[src/rtl/ysyx_23060020_lsu_pkg.sv]
// Shared types and helpers for the load/store unit: FSM states, size codes
// and the byte-offset-to-bit-shift conversion.
package ysyx_23060020_lsu_pkg;

  typedef enum logic [1:0] {
    IDLE = 2'd0,
    REQ  = 2'd1,
    WAIT = 2'd2,
    DONE = 2'd3
  } state_t;

  localparam logic [3:0] SZ_B = 4'b0001;
  localparam logic [3:0] SZ_H = 4'b0011;
  localparam logic [3:0] SZ_W = 4'b1111;

  function automatic logic [4:0] off_shamt(input logic [1:0] off);
    return {off, 3'b000};
  endfunction

  // Unknown size codes are treated as misaligned so they never reach the bus.
  function automatic logic misaligned(input logic [3:0] size, input logic [1:0] off);
    case (size)
      SZ_B:    return 1'b0;
      SZ_H:    return off[0];
      SZ_W:    return |off;
      default: return 1'b1;
    endcase
  endfunction

endpackage

[src/rtl/ysyx_23060020_lsu_ext.sv]
// Load data alignment: shifts the bus word down to the addressed byte lane
// and sign- or zero-extends byte/half results.
module ysyx_23060020_lsu_ext
  import ysyx_23060020_lsu_pkg::*;
(
  input  logic [31:0] rdata,
  input  logic [1:0]  off,
  input  logic [3:0]  size,
  input  logic        sign_ext,
  output logic [31:0] data
);

  logic [31:0] shifted;

  always_comb begin
    shifted = rdata >> off_shamt(off);
    case (size)
      SZ_B:    data = {{24{sign_ext & shifted[7]}}, shifted[7:0]};
      SZ_H:    data = {{16{sign_ext & shifted[15]}}, shifted[15:0]};
      default: data = shifted;
    endcase
  end

endmodule

[src/rtl/ysyx_23060020_lsu.sv]
// Load/store unit: accepts one access at a time, issues a single word-aligned
// bus request, waits (bounded by TIMEOUT) for the response and returns the result.
module ysyx_23060020_lsu
  import ysyx_23060020_lsu_pkg::*;
#(
  parameter int TIMEOUT = 255
) (
  input  logic        clk,
  input  logic        rst,
  input  logic        in_valid,
  output logic        in_ready,
  input  logic [31:0] in_addr,
  input  logic [31:0] in_wdata,
  input  logic        in_wen,
  input  logic [3:0]  in_size,
  input  logic        in_signed,
  output logic        mem_req_valid,
  input  logic        mem_req_ready,
  output logic [31:0] mem_addr,
  output logic        mem_wen,
  output logic [31:0] mem_wdata,
  output logic [3:0]  mem_wstrb,
  input  logic        mem_resp_valid,
  input  logic [31:0] mem_rdata,
  input  logic        mem_resp_err,
  output logic        out_valid,
  input  logic        out_ready,
  output logic [31:0] out_rdata,
  output logic        out_err
);

  localparam int CW = (TIMEOUT < 2) ? 1 : $clog2(TIMEOUT + 1);

  state_t        state_reg, state_next;
  logic [31:0]   addr_reg, wdata_reg, rdata_reg;
  logic          wen_reg, sgn_reg, err_reg;
  logic [3:0]    size_reg;
  logic [CW-1:0] cnt_reg;
  logic          accept, timeout, busy;
  logic [31:0]   ext_data;

  ysyx_23060020_lsu_ext u_ext (
    .rdata    (mem_rdata),
    .off      (addr_reg[1:0]),
    .size     (size_reg),
    .sign_ext (sgn_reg),
    .data     (ext_data)
  );

  assign in_ready = (state_reg == IDLE) && !rst;
  assign accept   = in_valid && in_ready;
  assign busy     = (state_reg == REQ) || (state_reg == WAIT);
  assign timeout  = busy && (cnt_reg == CW'(TIMEOUT));

  always_comb begin
    state_next = state_reg;
    case (state_reg)
      IDLE: if (accept) state_next = misaligned(in_size, in_addr[1:0]) ? DONE : REQ;
      REQ:  if (timeout) state_next = DONE;
            else if (mem_req_ready) state_next = WAIT;
      WAIT: if (mem_resp_valid || timeout) state_next = DONE;
      DONE: if (out_ready) state_next = IDLE;
      default: state_next = IDLE;
    endcase
  end

  // Request fields are forced to zero outside an active request.
  assign mem_req_valid = (state_reg == REQ) && !timeout;
  assign mem_addr      = mem_req_valid ? {addr_reg[31:2], 2'b00} : 32'd0;
  assign mem_wen       = mem_req_valid && wen_reg;
  assign mem_wstrb     = (mem_req_valid && wen_reg) ? (size_reg << addr_reg[1:0]) : 4'd0;
  assign mem_wdata     = mem_req_valid ? (wdata_reg << off_shamt(addr_reg[1:0])) : 32'd0;

  assign out_valid = (state_reg == DONE);
  assign out_rdata = out_valid ? rdata_reg : 32'd0;
  assign out_err   = out_valid && err_reg;

  always_ff @(posedge clk or posedge rst) begin
    if (rst) begin
      state_reg <= IDLE;
      addr_reg  <= 32'd0;
      wdata_reg <= 32'd0;
      wen_reg   <= 1'b0;
      size_reg  <= 4'd0;
      sgn_reg   <= 1'b0;
      cnt_reg   <= '0;
      rdata_reg <= 32'd0;
      err_reg   <= 1'b0;
    end else begin
      state_reg <= state_next;
      if (accept) begin
        addr_reg  <= in_addr;
        wdata_reg <= in_wdata;
        wen_reg   <= in_wen;
        size_reg  <= in_size;
        sgn_reg   <= in_signed;
        cnt_reg   <= '0;
        rdata_reg <= 32'd0;
        err_reg   <= misaligned(in_size, in_addr[1:0]);
      end else if (state_reg == WAIT && mem_resp_valid) begin
        // A response wins over a timeout landing in the same cycle.
        rdata_reg <= wen_reg ? 32'd0 : ext_data;
        err_reg   <= mem_resp_err;
      end else if (timeout) begin
        rdata_reg <= 32'd0;
        err_reg   <= 1'b1;
      end else if (busy) begin
        cnt_reg <= cnt_reg + CW'(1);
      end
    end
  end

endmodule

[config.mk]
export PLATFORM = sky130hd
export DESIGN_NAME = ysyx_23060020_lsu
export DESIGN_NICKNAME = d
export VERILOG_FILES = /design/src/rtl/ysyx_23060020_lsu_pkg.sv /design/src/rtl/ysyx_23060020_lsu_ext.sv /design/src/rtl/ysyx_23060020_lsu.sv
export SDC_FILE = /design/constraint.sdc
export NUM_CORES = 1
export LEC_CHECK = 0
export ABC_AREA = 1
export CAP_MARGIN = 40
export CORE_UTILIZATION = 25
export CTS_CLUSTER_DIAMETER = 60
export DETAILED_ROUTE_END_ITERATION = 16
export GPL_TIMING_DRIVEN = 0
export HOLD_SLACK_MARGIN = 0.03
export REMOVE_ABC_BUFFERS = 1
export SLEW_MARGIN = 20
export SYNTH_ARGS = -nofsm -noshare
export SYNTH_HDL_FRONTEND = slang
export SYNTH_SLANG_ARGS = --single-unit
[constraint.sdc]
create_clock -name clk -period 3.8 [get_ports clk]
set_input_delay 0.76 -clock clk [delete_from_list [all_inputs] [get_ports clk]]
set_output_delay 0.76 -clock clk [all_outputs]
set_load 0.03 [all_outputs]
**Word level (Yosys, flattened, before mapping)**

Index checks and enable logic that the tools add are counted.
Widths: inputs -> output; s select.

- Memory bits (writable): 0
- Input port bits: 109
- Memories: 0
- Register bits: 113
- Bits in read-only memories: 0
- Output and inout port bits: 105
- Logic and storage cells: 73
- Latch bits: 0

- Reductions and logical operators: 17
- Div/mod/pow operators: 0
- Magnitude comparators: 0
- Muxes and demuxes: 26
- Add/sub/neg operators: 1
- Multipliers: 0
- Shift operators: 3
- Equality and inequality tests: 15
- Bitwise operators: 2

Operators with widths:

| cell | count |
|---|---|
| $mux 32 | 7 |
| $pmux 32 s2 | 1 |
| $mux 8 | 4 |
| $shl 32x5->32 | 1 |
| $shr 32x5->32 | 1 |
| $mux 2 | 6 |
| $add 8x1->8 const B | 1 |
| $eq 4x1->1 const B | 2 |
| $eq 4x2->1 const B | 2 |
| $eq 8x8->1 const B | 1 |
| $ne 2x2->1 const B | 4 |
| $pmux 2 s4 | 1 |
| $logic_and 1x1->1 | 7 |
| $mux 1 | 5 |
| $eq 2x2->1 const B | 2 |
| $eq 4x4->1 const B | 1 |
| $mux 4 | 1 |
| $reduce_and 4->1 | 1 |
| $shl 4x2->4 | 1 |
| $ne 3x3->1 const B | 1 |
| $pmux 1 s3 | 1 |
| $reduce_and 3->1 | 1 |
| $reduce_bool 3->1 | 1 |
| $and 1x1->1 | 2 |
| other kinds (7) | 9 |

**Longest topological paths before layout**

- Depth after elaboration: 8
- Mapped depth: 12
- Mapped depth without buffers: 11

**Modules after synthesis**

Synthesis repeated with hierarchy kept, for this count alone.

- Cells, all modules: 979
- Area total of the unflattened synthesis: 6834.1 um^2

By module, submodules not included:

| module | times used | seq. area each (um^2) | area an instance (um^2) | cells an instance |
|---|---|---|---|---|
| ysyx_23060020_lsu | 1 | 2827.7 | 5948.2 | 803 |
| ysyx_23060020_lsu_ext | 1 | 0.0 | 885.8 | 176 |

**Worst setup path after synthesis**

No wires, ideal clock.

- Kind: reg-to-output
- From: register state_reg[0]
- To: output port mem_wdata[16]
- Setup slack: 1030 ps
- Path buffers: 1
- Arrival: 2010 ps
- Required time: 3040 ps
- Cell stages (with the launch flop): 9
- Cells stage by stage: dfrtp_1 > inv_1 > ha_1 > nand2_1 > nor2_1 > nand2_2 > nand2_2 > buf_4 > a211oi_1

- Longest elaborated chain between the ends: 6
- Elaborated cells between the ends (all ways): 7
- Classes of those cells: eq/ne: 2; mux: 1; reduce/logical: 4

RTL lines:

| element | RTL line | RTL |
|---|---|---|
| from (decl) | ysyx_23060020_lsu.sv:34 | `state_t state_reg, state_next;` |
| from (signal assigned) | ysyx_23060020_lsu.sv:90 | `state_reg <= state_next;` |
| $eq 2x1->1 or $eq 2x2->1 (tied branches) | ysyx_23060020_lsu.sv:52, ysyx_23060020_lsu.sv:68 |  |
| $logic_or 1x1->1 | ysyx_23060020_lsu.sv:52 | `assign busy = (state_reg == REQ) \|\| (state_reg == WAIT);` |
| $logic_and 1x1->1 | ysyx_23060020_lsu.sv:53 | `assign timeout = busy && (cnt_reg == CW'(TIMEOUT));` |
| $logic_not 1->1 | ysyx_23060020_lsu.sv:68 | `assign mem_req_valid = (state_reg == REQ) && !timeout;` |
| $logic_and 1x1->1 * | ysyx_23060020_lsu.sv:68 |  |
| $mux 32 * | ysyx_23060020_lsu.sv:72 | `assign mem_wdata = mem_req_valid ? (wdata_reg << off_shamt(addr_reg[1:0])) : 32'd0;` |
| to (decl) | ysyx_23060020_lsu.sv:21 | `output logic [31:0] mem_wdata,` |

Mark *: on every way between the ends. The rest lies on a longest branch, timed or not.

**Worst setup path after layout**

- From: register state_reg[0]
- To: output port mem_addr[13]

- Longest elaborated chain between the ends: 6
- Elaborated cells between the ends (all ways): 7
- Classes of those cells: eq/ne: 2; mux: 1; reduce/logical: 4

RTL lines:

| element | RTL line | RTL |
|---|---|---|
| $eq 2x1->1 or $eq 2x2->1 (tied branches) | ysyx_23060020_lsu.sv:52, ysyx_23060020_lsu.sv:68 |  |
| $logic_or 1x1->1 | ysyx_23060020_lsu.sv:52 |  |
| $logic_and 1x1->1 | ysyx_23060020_lsu.sv:53 |  |
| $logic_not 1->1 | ysyx_23060020_lsu.sv:68 |  |
| $logic_and 1x1->1 * | ysyx_23060020_lsu.sv:68 |  |
| $mux 32 * | ysyx_23060020_lsu.sv:69 | `assign mem_addr = mem_req_valid ? {addr_reg[31:2], 2'b00} : 32'd0;` |
| to (decl) | ysyx_23060020_lsu.sv:19 | `output logic [31:0] mem_addr,` |

Marks and branches as above.

==> run summary <==
Library cells used by synthesis: 34
Detail Placement HPWL: 14,200 um
Clk buf depth: 2
Fin crit share: 0.953
Layout cells sized above 1: 0.0637
Post-Synthesis Cells: 938
RD Place Congestion: 0.773
Crit path DAT: 2.86 ns
GRT overflow: 0
CP cell instances: inv_1 > ha_1 > nand2_1 > nor2_4 > nand2_8 > nand2_8 > buf_4 > nor2_1 > clkdlybuf4s50_1
Area Growth Syn to Fin: 46.6%
Clk network pwr share: 0.231
Syn avg cell area: 7.02 um^2
Top delay family on crit path: buffers and inverters
Die Span X: 164 um
Seq/Total Area, Yosys: 0.430
Core footprint: 25,900 um^2
Residual DRC: 0
Worst hold path type: reg -> reg
Leakage power: 4.81 nW
Top post-synthesis cells by area: dfrtp_1 43%, nand2_1 19%, o21ai_0 6.0%
Post-Syn Area: 6580 um^2
Initial antenna violation count: 3
Vias in the first global route: 6,347
Clock Pin Slew Worst Setup and Hold Paths: 0.06 ns
Final Cell Area: 9650 um^2
Largest net degree at the start of global routing: 67
Commonest cells post-synth: 332 x nand2_1, 113 x dfrtp_1, 95 x inv_1, 86 x nor2_1, 79 x o21ai_0
Sequential share of power: 0.283
Layout Skew: 0.00704 ns
Final Hold Fails: 0
WP buf/inv: 3
Routed wire length: 21,600 um
Max Cap Viol: 0
Top FF cell, synth: dfrtp_1
Top cell type's share of synthesized area: 0.430
IO Pins: 214
CP max-delay cell: clkdlybuf4s50_1
Std-Cell Rows: 59
Async SR Flop Fraction: 1.00
Net Sw Frac: 0.444
Worst path max stage delay: 0.70 ns
Fin worst setup slack: 0.180 ns
CP endpoint kind: output pin
Synth area leader: dfrtp_1
Synth Register Bits: 113
Die height: 164 um
Global-route wire length before repair: 33,500 um
Outcome: completed
CP max FO: 20
DIE AREA: 27,000 um^2
DR vias/cell: 4.45
Fmax: 0.276 GHz
Cts hold-fix bufs: 0
GRT Total Usage: 0.162
Critical path's most frequent cell: nand2_8
Switching pwr: 0.00335 W
Rel. slew slack: 0.491
RSZ-0062 raised after global routing: no
Setup WS pre-CTS: -0.800 ns
CTS root buf: clkbuf_16
Internal power: 0.00421 W
Nets: 1,233
Initial drt markers: 374
Routed len/inst: 14.7 um
Final setup viols: 0
Antenna viol nets, final: 0
Req. time, crit path: 3.04 ns
Final hold slack: 0.478 ns
CP Class: reg -> out
Port buffer count: 211
Min Tclk post-route: 3.62 ns
DR vias: 6,524
Placed cell area: 8950 um^2
Tightest Pin Transition: 0.764 ns
Power share of the combinational group: 0.485
CTS Buf Count: 17
YS warnings: 0
Initial Utilization: 0.254
Htree depth: 4
CP startpoint kind: register
Count leader, synth: nand2_1
Number of synthesized flops with an enable pin: 0
Total power: 0.00756 W
CTS tree: built
Skew-Pair Late Insertion Delay: 0.41 ns
Initial DRT Pass Iterations: 5
Final core occ: 0.372
Power Density: 784 nW/um^2
# clock sinks: 113
Slew Limit Fails: 0
Peak VDD IR: 0.343 mV
## worst register-to-register path, stage by stage, from the launching register on
cell     delay [ns]
dfrtp_1        0.41
inv_1          0.12
ha_1           0.23
inv_1          0.07
nor2_2         0.04
nand2_2        0.31
inv_4          0.28
a31oi_2        0.55
o21ai_0        0.18
## cells in the final DEF (no fill, tap or decap), drive strengths merged
cell type      instances
ha                     6
nand4                  3
o211ai                 1
nor2                  90
diode                  1
buf                    8
clkinv                 3
o21ai                 85
bufinv                 3
nand2                342
a31oi                  1
clkinvlp               2
dlygate4sd2           28
clkdlybuf4s50        178
a21oi                 25
mux2i                  8
nand3                 68
o21a                   1
xor2                   3
nand3b                 1
o22ai                  1
conb                   2
clkbuf                25
inv                  102
nor3                   5
dlymetal6s2s           4
a211oi                23
dfrtp                113
## logic make-up (layout without fill, tap and decap cells)
group / count (synthesis) / in the layout / synth area share
adders and majority gates: 6 / 6 / 0.0114
buffers and inverters: 163 / 353 / 0.109
DFF: 113 / 113 / 0.430
and+or+nand+nor: 507 / 509 / 0.318
AOI/OAI and AO/OA: 137 / 137 / 0.115
other: 1 / 3 / 0.000570
muxes: 8 / 8 / 0.0122
xor gates and xnor gates: 3 / 3 / 0.00399
## area by class of cell
| type | instances | area [um^2] |
|---|---|---|
| timing repair buffer | 219 | 2260 |
| clock inverter | 8 | 124 |
| antenna | 1 | 2.50 |
| sequential | 113 | 2830 |
| clock buffer | 24 | 512 |
| tap | 335 | 419 |
| inverter | 102 | 395 |
| fill | 2711 | 16300 |
| multi-input combinational | 665 | 3100 |
## worst paths after layout
path	end	cells past startpoint	from	slack, ns
min in group asynchronous	state_reg[0]	2	rst	0.83
setup reg to reg	cnt_reg[6]	8	state_reg[0]	1.47
hold / removal	wdata_reg[30]	2	wdata_reg[30]	0.48
max in group asynchronous	wdata_reg[31]	3	rst	2.28
hold reg to reg	wdata_reg[30]	2	wdata_reg[30]	0.48
setup / recovery	mem_addr[13]	9	state_reg[0]	0.18
## through the flow
| stage | TNS, ns | instances |
|---|---|---|
| floorplan | -2.60 | 878 |
| global route | 0 | 1466 |
| finish | 0 | 1467 |
| detailed placement | -28.97 | 1430 |
| CTS | 0 | 1463 |
| global placement | -340.48 | 1424 |
## repair_timing
item                                    4_1_cts  5_1_grt
gates resized for setup                      36        8
gates cloned                                  1        1
buffers inserted                              0        1
pin swaps                                     2        1
endpoints found under the setup margin       68       35
## metal layers
layer | track usage | routed length (um)
met1 | 0.192 | 9390
met2 | 0.266 | 9760
met3 | 0.0588 | 2060
met4 | 0.0631 | 365
met5 | 0 | 10
## power by group through the flow
stage               Sequential, W  Clock [W]  Combinational (W)
finish                    0.00214    0.00175            0.00367
global route              0.00222    0.00184            0.00410
CTS                       0.00214    0.00179            0.00365
detailed placement        0.00216          0            0.00368
global placement          0.00218          0            0.00354
floorplan                 0.00206          0            0.00234
Note: power is estimated with default switching activity, not from simulation.
